--- config.mk ---
export PLATFORM = sky130hd
export DESIGN_NAME = div32_seq
export DESIGN_NICKNAME = d
export VERILOG_FILES = /design/src/rtl/div_pkg.sv /design/src/rtl/div_step.sv /design/src/rtl/div32_seq.sv
export SDC_FILE = /design/constraint.sdc
export NUM_CORES = 1
export LEC_CHECK = 0
export CORE_MARGIN = 2
export CORE_UTILIZATION = 45
export CTS_CLUSTER_DIAMETER = 120
export DETAILED_ROUTE_END_ITERATION = 6
export PLACE_DENSITY_LB_ADDON = 0.05
export SLEW_MARGIN = 20
export SYNTH_ARGS = -nofsm -noshare
export SYNTH_HDL_FRONTEND = slang
export SYNTH_HIERARCHICAL = 1
export SYNTH_SLANG_ARGS = --single-unit
--- constraint.sdc ---
create_clock -name clock -period 5.3 [get_ports clock]
set_input_delay 0.795 -clock clock [delete_from_list [all_inputs] [get_ports clock]]
set_output_delay 0.795 -clock clock [all_outputs]
set_load 0.02 [all_outputs]
--- src/rtl/div_pkg.sv ---
// Shared types and constants for the sequential 32-bit divider.
// The FSM states, the default operand width and the divide-by-zero quotient are defined here.
package div_pkg;

  localparam int DIV_WIDTH = 32;
  localparam int DIV_CNT_W = 6;

  // Quotient reported when the divisor is zero.
  localparam logic [DIV_WIDTH-1:0] DBZ_QUOTIENT = '1;

  typedef enum logic [1:0] {
    IDLE = 2'd0,
    CALC = 2'd1,
    FIX  = 2'd2
  } div_state_e;

endpackage : div_pkg

--- src/rtl/div_step.sv ---
// One radix-2 non-restoring division iteration (combinational).
// Shifts {rem,quo} left, adds or subtracts the divisor by the old remainder sign, and appends the new quotient bit.
module div_step
  import div_pkg::*;
#(
  parameter int WIDTH = DIV_WIDTH
) (
  input  logic [WIDTH:0]   rem_i,
  input  logic [WIDTH-1:0] quo_i,
  input  logic [WIDTH-1:0] dvs_i,
  output logic [WIDTH:0]   rem_o,
  output logic [WIDTH-1:0] quo_o
);

  logic [WIDTH:0] rem_sh;
  logic [WIDTH:0] dvs_ext;

  // The shift drops the remainder's top bit. The remainder after the add or subtract
  // always lies in [-d, d), so the result is still correct modulo 2^(WIDTH+1).
  assign rem_sh  = {rem_i[WIDTH-1:0], quo_i[WIDTH-1]};
  assign dvs_ext = {1'b0, dvs_i};

  assign rem_o = rem_i[WIDTH] ? (rem_sh + dvs_ext) : (rem_sh - dvs_ext);
  assign quo_o = {quo_i[WIDTH-2:0], ~rem_o[WIDTH]};

endmodule : div_step

--- src/rtl/div32_seq.sv ---
// Multi-cycle signed/unsigned divider: WIDTH non-restoring steps followed by a sign-fixup cycle.
// It produces the quotient (LO) and remainder (HI) under a start/busy/done handshake.
module div32_seq
  import div_pkg::*;
#(
  parameter int WIDTH = DIV_WIDTH,
  parameter int CNT_W = DIV_CNT_W
) (
  input  logic             clock,
  input  logic             reset,
  input  logic             start,
  input  logic             is_signed,
  input  logic [WIDTH-1:0] dividend,
  input  logic [WIDTH-1:0] divisor,
  output logic             busy,
  output logic             done,
  output logic [WIDTH-1:0] quotient,
  output logic [WIDTH-1:0] remainder,
  output logic             div_by_zero
);

  localparam logic [CNT_W-1:0] LAST_CNT = CNT_W'(WIDTH - 1);

  div_state_e       state_q, state_d;
  logic [CNT_W-1:0] cnt_q, cnt_d;
  logic [WIDTH:0]   rem_q, rem_d;
  logic [WIDTH-1:0] quo_q, quo_d;
  logic [WIDTH-1:0] dvs_q, dvs_d;
  logic             neg_quo_q, neg_quo_d;
  logic             neg_rem_q, neg_rem_d;
  logic             dbz_q, dbz_d;
  logic [WIDTH-1:0] quotient_q, quotient_d;
  logic [WIDTH-1:0] remainder_q, remainder_d;
  logic             dbz_out_q, dbz_out_d;
  logic             done_q, done_d;
  logic             busy_q, busy_d;

  logic [WIDTH:0]   step_rem;
  logic [WIDTH-1:0] step_quo;
  logic [WIDTH-1:0] rem_mag;

  function automatic logic [WIDTH-1:0] cond_neg(input logic [WIDTH-1:0] v, input logic neg);
    return neg ? (~v + 1'b1) : v;
  endfunction

  div_step #(.WIDTH(WIDTH)) u_step (
    .rem_i (rem_q),
    .quo_i (quo_q),
    .dvs_i (dvs_q),
    .rem_o (step_rem),
    .quo_o (step_quo)
  );

  // A negative final remainder is restored by adding the divisor back.
  assign rem_mag = rem_q[WIDTH] ? (rem_q[WIDTH-1:0] + dvs_q) : rem_q[WIDTH-1:0];

  always_comb begin
    // NOTE: every next-state value gets a default first, so no path can infer a latch.
    state_d     = state_q;
    cnt_d       = cnt_q;
    rem_d       = rem_q;
    quo_d       = quo_q;
    dvs_d       = dvs_q;
    neg_quo_d   = neg_quo_q;
    neg_rem_d   = neg_rem_q;
    dbz_d       = dbz_q;
    quotient_d  = quotient_q;
    remainder_d = remainder_q;
    dbz_out_d   = dbz_out_q;
    done_d      = 1'b0;
    busy_d      = busy_q;

    unique case (state_q)
      IDLE: begin
        // The completion cycle sits in IDLE with busy still high; start is ignored until it ends.
        if (done_q) begin
          busy_d = 1'b0;
        end else if (start) begin
          busy_d    = 1'b1;
          cnt_d     = '0;
          rem_d     = '0;
          quo_d     = cond_neg(dividend, is_signed & dividend[WIDTH-1]);
          dvs_d     = cond_neg(divisor, is_signed & divisor[WIDTH-1]);
          neg_quo_d = is_signed & (dividend[WIDTH-1] ^ divisor[WIDTH-1]);
          neg_rem_d = is_signed & dividend[WIDTH-1];
          dbz_d     = (divisor == '0);
          state_d   = (divisor == '0) ? FIX : CALC;
        end
      end
      CALC: begin
        rem_d = step_rem;
        quo_d = step_quo;
        cnt_d = cnt_q + 1'b1;
        if (cnt_q == LAST_CNT) state_d = FIX;
      end
      FIX: begin
        done_d    = 1'b1;
        state_d   = IDLE;
        dbz_out_d = dbz_q;
        // On divide-by-zero quo_q still holds |dividend|; re-applying its sign recovers the original dividend.
        if (dbz_q) begin
          quotient_d  = DBZ_QUOTIENT;
          remainder_d = cond_neg(quo_q, neg_rem_q);
        end else begin
          quotient_d  = cond_neg(quo_q, neg_quo_q);
          remainder_d = cond_neg(rem_mag, neg_rem_q);
        end
      end
      default: state_d = IDLE;
    endcase
  end

  always_ff @(posedge clock) begin
    // NOTE: the datapath registers are reset with the control state, because a mid-operation
    // reset must also zero the visible results.
    if (reset) begin
      state_q     <= IDLE;
      cnt_q       <= '0;
      rem_q       <= '0;
      quo_q       <= '0;
      dvs_q       <= '0;
      neg_quo_q   <= 1'b0;
      neg_rem_q   <= 1'b0;
      dbz_q       <= 1'b0;
      quotient_q  <= '0;
      remainder_q <= '0;
      dbz_out_q   <= 1'b0;
      done_q      <= 1'b0;
      busy_q      <= 1'b0;
    end else begin
      // NOTE: non-blocking assignments make every register update from pre-edge values.
      state_q     <= state_d;
      cnt_q       <= cnt_d;
      rem_q       <= rem_d;
      quo_q       <= quo_d;
      dvs_q       <= dvs_d;
      neg_quo_q   <= neg_quo_d;
      neg_rem_q   <= neg_rem_d;
      dbz_q       <= dbz_d;
      quotient_q  <= quotient_d;
      remainder_q <= remainder_d;
      dbz_out_q   <= dbz_out_d;
      done_q      <= done_d;
      busy_q      <= busy_d;
    end
  end

  assign busy        = busy_q;
  assign done        = done_q;
  assign quotient    = quotient_q;
  assign remainder   = remainder_q;
  assign div_by_zero = dbz_out_q;

endmodule : div32_seq

==> key figures <==
Status
  • Run status: finished clean

Final layout
  • Fin cells: 2,484
  • Post-route standard cell area excluding fillers: 16,900 sq um
  • Commonest non-fill, non-tap cell in the layout: nor2_1
  • Utilization after layout: 0.515
  • Synthesis-to-finish area growth: 12.1%
  • Share of layout cells above drive strength 1: 0.0480
  • Most frequent cells in the layout: 267 x nor2_1, 207 x a21oi_1, 173 x dfxtp_1, 166 x nand2_1, 133 x clkdlybuf4s50_1
  • N_diodes: 0
  • Nets: 2,169

Critical path
  • CP Capture Type: register
  • WP data arrival: 5.06 ns
  • R2r endpoint: quo_q[0]
  • Crit path required time: 5.66 ns
  • Crit path launch type: register
  • Reg2reg path depth: 17
  • CP Max Fanout: 7
  • FF-to-FF Start: dvs_q[3]
  • Reg2Reg Setup Slack: 0.60 ns
  • CP Class: reg -> reg

Placed design
  • Buffers on Ports: 134
  • Placer Congestion: 0.929
  • Pre-CTS setup slack: 0.662 ns
  • Placed cell count: 2,452
  • HPWL after DPL: roughly 38,000 um
  • Dpl cell area: ~16,000 sq um

Synth
  • Synthesized area: 15,000 sq um
  • Netlist cell types: 98
  • Syn_nets: 2,183
  • Seq/Total Area, Yosys: 0.233
  • Synth warn: 6
  • Asr flop ratio synth: 0
  • Post-synth EDFFs: 0
  • Cell accounting for the most synthesized area: dfxtp_1
  • Flops & latches, synth: 175
  • Syn_area_per_cell: 7.36 sq um
  • Cell count after synthesis: 2,043
  • Ranking of synthesized cells by area: dfxtp_1 23%, a21oi_1 6.9%, nor2_1 6.7%
  • Share of the synthesized area in the top cell type: 0.233
  • Top_reg_cell synth: dfxtp_1

Worst hold path
  • Hold Path Class: reg -> reg
  • Worst hold stages: 2
  • Hold EP: remainder[8]
  • Hold path start: remainder[8]

Global routing
  • Gr usage total: 0.277
  • Global route hottest layer: met2
  • Routing usage on met1: 0.406
  • Grt met3 use: 0.0483
  • First-pass GRT wire length: around 78,000 um
  • Met2 Track Usage GR: 0.418
  • Number of global-route vias before repair: 13,815
  • Largest net degree at the start of global routing: 82
  • Initial antenna violation count: 0
  • Remaining Overflow, GRT: 0

Floorplanning
  • Site Rows: 66
  • Chip width: ~190 um
  • Core area: 32,700 sq um
  • Die Area: 34,900 sq um
  • IO Pins: 135
  • Initial Util: 0.460
  • Die Ht: 187 um

Route
  • Via count: 15,134
  • Post-route ant nets: 0
  • Via density: 6.09
  • First-pass detailed-route iteration total: 6
  • Wire length per cell: 19.9 um
  • DRC errors left: 0
  • 1st-iter DRT viols: 1,421
  • Routed WL: 49,400 um

Timing
  • Hold slack: 0.457 ns
  • Actual slew at the worst max-slew pin: 0.989 ns
  • RSZ-0062 raised after global routing: no
  • Tcrit/Tclk final: 0.887
  • Final setup fails: 0
  • Clk_skew: 0.0175 ns
  • Max-slew headroom: 0.341
  • Max-slew violations: 0
  • Post-route setup slack: 0.598 ns
  • Setup TNS: 0 ns
  • Fin. Hold Viols: 0
  • Fin crit period: 4.70 ns
  • Peak Freq: 0.213 GHz

Power
  • Max VDD drop: ~0.00023 V
  • Final Total Pwr: 6.50 mW
  • P per Cell Area: 386 nW/um^2
  • LEAKAGE: 6.15 nW

Clock tree
  • Clk slew on worst S/H paths: 0.07 ns
  • CTS resizes: 0
  • Post-CTS Hold Buffers: 0
  • Root buffer cell: clkbuf_16
  • H-tree Lvls: 4
  • Num Clock Sinks: 175
  • CTS tree: built
  • Post-CTS Setup Bufs: 0
  • Clock buffer depth: 2
  • CTS buffer count: 17
  • Clock Latency Late Sink: ~0.46 ns

Flow run
  • Max Cap Viol: 0
[state kept, by name (all words and copies together) (netlist names), 2 cells and up]
name,count
quotient,32
dvs_q,32
rem_q,33
cnt_q,6
remainder,32
state_q,2
quo_q,32
[worst max-delay path by stage]
stage | from | endpoint | slack (ns) | depth (start not counted)
floorplan | dvs_q[6] | quo_q[0] | 1.34 | 17
global placement | dvs_q[3] | quo_q[0] | 0.75 | 17
detailed placement | dvs_q[4] | quo_q[0] | 0.66 | 17
CTS | dvs_q[4] | quo_q[0] | 0.64 | 17
global route | dvs_q[2] | quo_q[0] | 0.25 | 17
finish | dvs_q[3] | quo_q[0] | 0.60 | 17
[layout make-up]
type	count	area, sq um
clock buffers	18	439
fillers	3316	15800
inverters	36	135
multi-input cells	1648	10600
flip-flops and latches	175	3510
well taps	442	553
repair buffers	151	1470
clock inverters	14	171
[layer usage]
metal,part of all wire,wire length (um)
met5,0,0
met2,0.43,21300
met1,0.49,24000
met4,0.019,920
met3,0.065,3220
[where the power goes]
group          switching (mW)  internal, mW  total [mW]
Clock                   0.617         0.726        1.34
Combinational            2.07          1.32        3.39
Sequential              0.302          1.46        1.76
Total                    2.99          3.51        6.50
[cells in the mapped netlist (5+ instances only)]
cell       number
and2_1         13
nand4_1        32
or2_2           6
dfxtp_1       175
nand3_1        42
a21oi_1       207
clkbuf_1      116
a22oi_1        18
and3_1         27
xnor2_1        86
buf_2          15
o31ai_1        27
nor3_1         44
a2111oi_0       5
nand2_1       166
o21a_1         10
a31oi_1        25
nand2b_1       15
o221ai_1        5
o21bai_1        6
or4_1           5
inv_1          35
o41ai_1         7
or3_1          24
a211oi_1       78
nor2b_1        15
buf_4          32
xor2_1        114
buf_1          19
a311oi_1       12
nor2_1        269
o211ai_1       20
o311ai_1        5
mux2i_1        14
o21ai_0        89
nor4_1         18
a21o_1         23
and4_1          5
ha_1           70
a211o_1         6
o22ai_1        42
[kinds of logic (layout without fill, tap and decap cells)]
group           after synthesis  count (layout)  share of synthesized area
simple gates                710             710                      0.228
compound gates              646             646                      0.281
buf+inv                     220             219                     0.0652
xor+xnor                    201             201                      0.118
flops                       175             175                      0.233
fa+ha+maj                    72              72                     0.0609
mux                          19              19                     0.0140
[critical path, cell delays in order (launching register included)]
cell and delay, ns:
dfxtp_1 0.37, nor3_1 0.24, and3_1 0.31, and4_2 0.32, nand3b_1 0.17, nor4_1 0.67
a21oi_1 0.17, xor2_1 0.17, ha_1 0.38, a21o_1 0.23, a31oi_1 0.18, o21ai_0 0.11
a21o_1 0.19, a221o_1 0.35, a31oi_1 0.29, xnor2_1 0.17, nand2_1 0.06, a311oi_1 0.24
Power figures use the tool's default switching activity.
